**src/rtl/bram_bank_arbiter.sv**
```systemverilog
// Two-port round-robin arbiter in front of one single-port BRAM bank, with a zero-fill clear after reset.
// Optional macro BRAM_ARB_GNT_CNT_EN adds saturating per-port accepted-request counters.
module bram_bank_arbiter #(
    parameter int DATA_WIDTH = 8,
    parameter int ADDR_WIDTH = 11,
    parameter int DEPTH      = 2048
) (
    input  logic                  clk,
    input  logic                  rst,
    input  logic                  rq0_req,
    input  logic                  rq0_we,
    input  logic [ADDR_WIDTH-1:0] rq0_addr,
    input  logic [DATA_WIDTH-1:0] rq0_wdata,
    output logic                  rq0_gnt,
    output logic                  rq0_rvalid,
    output logic [DATA_WIDTH-1:0] rq0_rdata,
    input  logic                  rq1_req,
    input  logic                  rq1_we,
    input  logic [ADDR_WIDTH-1:0] rq1_addr,
    input  logic [DATA_WIDTH-1:0] rq1_wdata,
    output logic                  rq1_gnt,
    output logic                  rq1_rvalid,
    output logic [DATA_WIDTH-1:0] rq1_rdata,
    output logic                  bank_en,
    output logic                  bank_we,
    output logic [ADDR_WIDTH-1:0] bank_addr,
    output logic [DATA_WIDTH-1:0] bank_din,
    input  logic [DATA_WIDTH-1:0] bank_dout,
`ifdef BRAM_ARB_GNT_CNT_EN
    output logic [15:0]           gnt_cnt0,
    output logic [15:0]           gnt_cnt1,
`endif
    output logic                  init_done
);

    typedef enum logic {CLEAR, ARB} state_t;

    state_t                  state_p0;
    logic [ADDR_WIDTH-1:0]   clr_cnt_p0;
    logic                    last_p0;
    logic                    rd_vld_p0;
    logic                    rd_own_p0;
    logic                    init_done_p0;
    logic                    arb;
    logic                    clearing;

    // Clear writes are gated by rst so the bank stays idle while reset is held.
    assign arb      = (state_p0 == ARB);
    assign clearing = (state_p0 == CLEAR) && !rst;

    assign rq0_gnt = arb && rq0_req && (!rq1_req || last_p0);
    assign rq1_gnt = arb && rq1_req && (!rq0_req || !last_p0);

    assign bank_en   = clearing || rq0_gnt || rq1_gnt;
    assign bank_we   = clearing || (rq0_gnt && rq0_we) || (rq1_gnt && rq1_we);
    assign bank_addr = (state_p0 == CLEAR) ? clr_cnt_p0 : (rq1_gnt ? rq1_addr : rq0_addr);
    assign bank_din  = (state_p0 == CLEAR) ? '0 : (rq1_gnt ? rq1_wdata : rq0_wdata);

    assign rq0_rvalid = rd_vld_p0 && !rd_own_p0;
    assign rq1_rvalid = rd_vld_p0 && rd_own_p0;
    assign rq0_rdata  = rq0_rvalid ? bank_dout : '0;
    assign rq1_rdata  = rq1_rvalid ? bank_dout : '0;
    assign init_done  = init_done_p0;

    // Stage p0: FSM, round-robin pointer and read-owner tag
    always_ff @(posedge clk or posedge rst) begin
        if (rst) begin
            state_p0     <= CLEAR;
            clr_cnt_p0   <= '0;
            last_p0      <= 1'b1;
            rd_vld_p0    <= 1'b0;
            rd_own_p0    <= 1'b0;
            init_done_p0 <= 1'b0;
        end else begin
            case (state_p0)
                CLEAR: begin
                    clr_cnt_p0 <= clr_cnt_p0 + 1'b1;
                    if (clr_cnt_p0 == ADDR_WIDTH'(DEPTH - 1)) begin
                        state_p0     <= ARB;
                        init_done_p0 <= 1'b1;
                    end
                end
                default: begin
                    if (rq0_gnt)
                        last_p0 <= 1'b0;
                    else if (rq1_gnt)
                        last_p0 <= 1'b1;
                end
            endcase
            rd_vld_p0 <= (rq0_gnt && !rq0_we) || (rq1_gnt && !rq1_we);
            rd_own_p0 <= rq1_gnt;
        end
    end

`ifdef BRAM_ARB_GNT_CNT_EN
    function automatic logic [15:0] sat_inc(input logic [15:0] v);
        return (v == 16'hFFFF) ? v : v + 16'd1;
    endfunction

    // Stage p0: accepted-request counters
    always_ff @(posedge clk or posedge rst) begin
        if (rst) begin
            gnt_cnt0 <= '0;
            gnt_cnt1 <= '0;
        end else begin
            if (rq0_gnt)
                gnt_cnt0 <= sat_inc(gnt_cnt0);
            if (rq1_gnt)
                gnt_cnt1 <= sat_inc(gnt_cnt1);
        end
    end
`endif

endmodule
```
**config.mk**
```make
export PLATFORM = sky130hd
export DESIGN_NAME = bram_bank_arbiter
export DESIGN_NICKNAME = d
export VERILOG_FILES = /design/src/rtl/bram_bank_arbiter.sv
export SDC_FILE = /design/constraint.sdc
export NUM_CORES = 1
export LEC_CHECK = 0
export ABC_CLOCK_PERIOD_IN_PS = 2200
export CAP_MARGIN = 5
export CORE_MARGIN = 3
export CORE_UTILIZATION = 34
export DETAILED_ROUTE_END_ITERATION = 16
export HOLD_SLACK_MARGIN = 0.12
export PLACE_DENSITY_LB_ADDON = 0.08
export SYNTH_ARGS = -nofsm -noshare
export SYNTH_HDL_FRONTEND = slang
export SYNTH_SLANG_ARGS = --single-unit
export TNS_END_PERCENT = 100
```
**constraint.sdc**
```tcl
create_clock -name clk -period 2.2 [get_ports clk]
set_clock_uncertainty 0.1 [all_clocks]
set_input_delay 0.44 -clock clk [delete_from_list [all_inputs] [get_ports clk]]
set_output_delay 0.44 -clock clk [all_outputs]
set_load 0.01 [all_outputs]
```
==> flow_metrics.env, run 1 <==
export IMPL_insertedDiodeCount=0
export IMPL_synth_cells=159
export IMPL_p_clk_share_pct=33.1
export IMPL_synthDominantCellAreaShare_pct=30.52
export IMPL_cts_buffer_depth=2
export IMPL_drc=0
export IMPL_dp_cells=305
export IMPL_p_sw_w=0.0001256
export IMPL_crit_type="register to primary output"
export IMPL_fp_dieArea_mm2=0.004375
export IMPL_crit_arrival_ps=1640
export IMPL_drive_gt1_share_pct=17.87
export IMPL_hold_violations=0
export IMPL_worst_hold_path_type="register to register"
export IMPL_critPathMaxStageDelay_ps=550
export IMPL_synth_ff_type="dfrtp_1"
export IMPL_worst_skew_pair_late_latency_ps=290
export IMPL_synthXorXnorAreaFrac_pct=7.121
export IMPL_syn_area_mm2=0.001230
export IMPL_clk_pin_slew_ps=100
export IMPL_synth_area_top_cells="dfrtp_1, nand3_1, o21ai_0, and2_1, nand2_1"
export IMPL_fmax_mhz=458.6
export IMPL_end_kind="primary output"
export IMPL_synth_top_family_by_area="simple AND/OR/NAND/NOR gates"
export IMPL_p_leak_nw=1.140
export IMPL_cts_root_buffer="clkbuf_4"
export IMPL_critical_path_required_ps=1660
export IMPL_critPathLaunchType="register"
export IMPL_combPwrFrac_pct=18.3
export IMPL_die_w_um=66.15
export IMPL_first_pass_iters=4
export IMPL_fin_crit_ps=2180
export IMPL_drt_initial_drc_count=70
export IMPL_finalSetupTns_ps=0
export IMPL_layout_cells_non_filler=309
export IMPL_setup_ws_ps=19.68
export IMPL_row_count=21
export IMPL_synth_area_mux_share_pct=1.729
export IMPL_path_delay_family="flip-flops"
export IMPL_slew_headroom_pct=58.64
export IMPL_io_pins=94
export IMPL_yosys_area_share_simple_pct=34.08
export IMPL_ir_drop_uv=233.1
export IMPL_io_buffers=93
export IMPL_switching_share_pct=20.78
export IMPL_worst_path_buf_inv=2
export IMPL_grt_ovfl_total=0
export IMPL_syn_num_nets=212
export IMPL_grt_start_max_net_pins=18
export IMPL_seq_area_frac_synth_pct=32.66
export IMPL_cap_violations=0
export IMPL_ys_ff_latch=16
export IMPL_synth_edf_count=0
export IMPL_syn_avg_cell_area_um2=7.735
export IMPL_grt_pass1_vias=1403
export IMPL_antenna_found_initial=0
export IMPL_via_per_inst=4.913
export IMPL_synth_area_leader_cell="dfrtp_1"
export IMPL_synth_most_common_cell="nand3_1"
export IMPL_wl_per_cell_um=14.55
export IMPL_cts_tree="built"
export IMPL_cp_cell_sequence="and2_4 > nor2_2 > buf_6 > a221o_1 > buf_2"
export IMPL_power_frac_seq_pct=48.6
export IMPL_clock_sinks=16
export IMPL_pre_cts_ws_ps=-505.5
export IMPL_cts_setup_buffers=0
export IMPL_finalSetupViolCount=0
export IMPL_synthAdderAreaFrac_pct=1.017
export IMPL_wl_um=4497
export IMPL_rsz0062_at_grt="true"
export IMPL_ys_types=32
export IMPL_initial_utilization_pct=36.01
export IMPL_numCtsBuffers=3
export IMPL_final_fill_count=323
export IMPL_ys_async_sr_fraction_pct=100.0
export IMPL_crit_fanout=12
export IMPL_synth_compound_area_share_pct=17.50
export IMPL_internal_power_w=0.0004789
export IMPL_power_density_mw_per_mm2=265.6
export IMPL_finalPower_w=0.0006045
export IMPL_final_max_slew_viol_count=0
export IMPL_grt_first_pass_wirelength_um=6927
export IMPL_run_status="completed"
export IMPL_antenna_left=0
export IMPL_worstMarginPinSlew_ps=619.7
export IMPL_hpwl_um=3555
export IMPL_die_h_um=66.15
export IMPL_crit_slowest_cell="dfstp_2"
export IMPL_fin_crit_sh_pct=99.11
export IMPL_area_delta_synth_final_pct=85.05
export IMPL_holdBufCountCts=0
export IMPL_globalRouteTotalUtil_pct=20.78
export IMPL_vias=1518
export IMPL_ys_warnings_count=0
export IMPL_synthTopCellsByCount="nand3_1, o21ai_0, nand2_1"
export IMPL_post_route_util_pct=66.63
export IMPL_place_gp_congestion=0.7737
export IMPL_cts_max_level=1
export IMPL_core_area_mm2=0.003416
export IMPL_layout_nets=317
-- repair_timing --
| item | CTS | global route |
|---|---|---|
| endpoints found under the hold margin | 0 | 0 |
| endpoints found under the setup margin | 23 | 24 |
| resized for setup | 56 | 33 |
| gates cloned | 0 | 0 |
| pin swaps | 0 | 4 |
-- power groups by stage --
stage          registers (W)   logic, W  clock network (W)
6_report            0.000294   0.000110           0.000200
5_1_grt             0.000294   0.000119           0.000216
4_1_cts             0.000294   0.000112           0.000208
3_5_place_dp        0.000300   0.000113                  0
3_3_place_gp        0.000300   0.000113                  0
2_1_floorplan       0.000300  0.0000115                  0
-- worst register-to-register path, cell delays in order (launching register included) --
cell and delay (ps):
dfrtp_1 440, buf_4 210, nand4b_1 300, nor3_1 270
xor2_1 160
-- flip-flops by register name (all words and copies together) (netlist names) --
| signal | cells |
|---|---|
| arb | 1 |
| clr_cnt_p0 | 11 |
| init_done | 1 |
| rd_vld_p0 | 1 |
| last_p0 | 1 |
| rd_own_p0 | 1 |
-- layout by cell type (no fill, tap or decap), types with 2 or more instances in the layout --
master           netlist  layout
a221o_1                4       4
a31oi_1                8       8
a41o_1                 2       2
and2_1                11      10
and3_1                 9       9
buf_2                  3       7
buf_4                  1      15
buf_6                  1       3
clkbuf_2               1      11
clkbuf_4               0       3
clkdlybuf4s50_1        0      63
dfrtp_1               15      15
dlygate4sd2_1          0       5
dlymetal6s2s_1         0       5
inv_1                  4       4
nand2_1               16      16
nand3_1               19      19
nor2_1                14      14
nor2b_1                3       3
nor3_1                 4       4
o21ai_0               17      15
o21ai_1                0       2
xnor2_1                5       5
xor2_1                 5       5
-- logic make-up after synthesis --
group                    Yosys count
AND/OR/NAND/NOR                   81
AO/OA/AOI/OAI                     34
flip-flops                        16
buffers and inverters             15
XOR/XNOR                          10
multiplexers                       2
adder cells (fa/ha/maj)            1
-- routing by layer --
metal	vias up	track usage, %	share of wire, %
met5	-	0	0
met4	0	6.091	1.0
met3	5	4.932	9.8
met2	69	35.44	45
met1	671	25.79	44
li1	773	-	-
-- final timing paths --
kind                            from       endpoint  slack (ps)  cells past startpoint
setup reg to reg                 arb  clr_cnt_p0[9]         650                      4
min in group asynchronous        rst      rd_vld_p0         570                      3
max in group asynchronous        rst  clr_cnt_p0[9]        1030                      3
hold / removal             init_done      init_done         370                      1
hold reg to reg            init_done      init_done         370                      1
setup / recovery             last_p0        bank_we          20                      5
-- through the flow --
| step | hold WS, ps | area, um^2 |
|---|---|---|
| floorplan | 253.0 | 1230 |
| global placement | 350.5 | 2308 |
| detailed placement | 363.1 | 2308 |
| CTS | 379.2 | 2317 |
| global route | 406.1 | 2276 |
| finish | 372.4 | 2276 |
-- cell type report --
class	count	area (um^2)	area share [%]
Inverter	4	15.01	0.6597
Sequential cell	16	401.6	17.65
Timing Repair Buffer	111	1003	44.09
Multi-Input combinational cell	128	762.0	33.48
Clock buffer	4	36.28	1.594
Tap cell	46	57.56	2.529
No activity file was read; power rests on OpenSTA's default activity.
==> inputs of run 2 (changes only) <==
Settings changed: GPL_ROUTABILITY_DRIVEN set to 0.
==> results of run 2 <==
The final DEF is identical to that of run 1; final timing and power are the same.
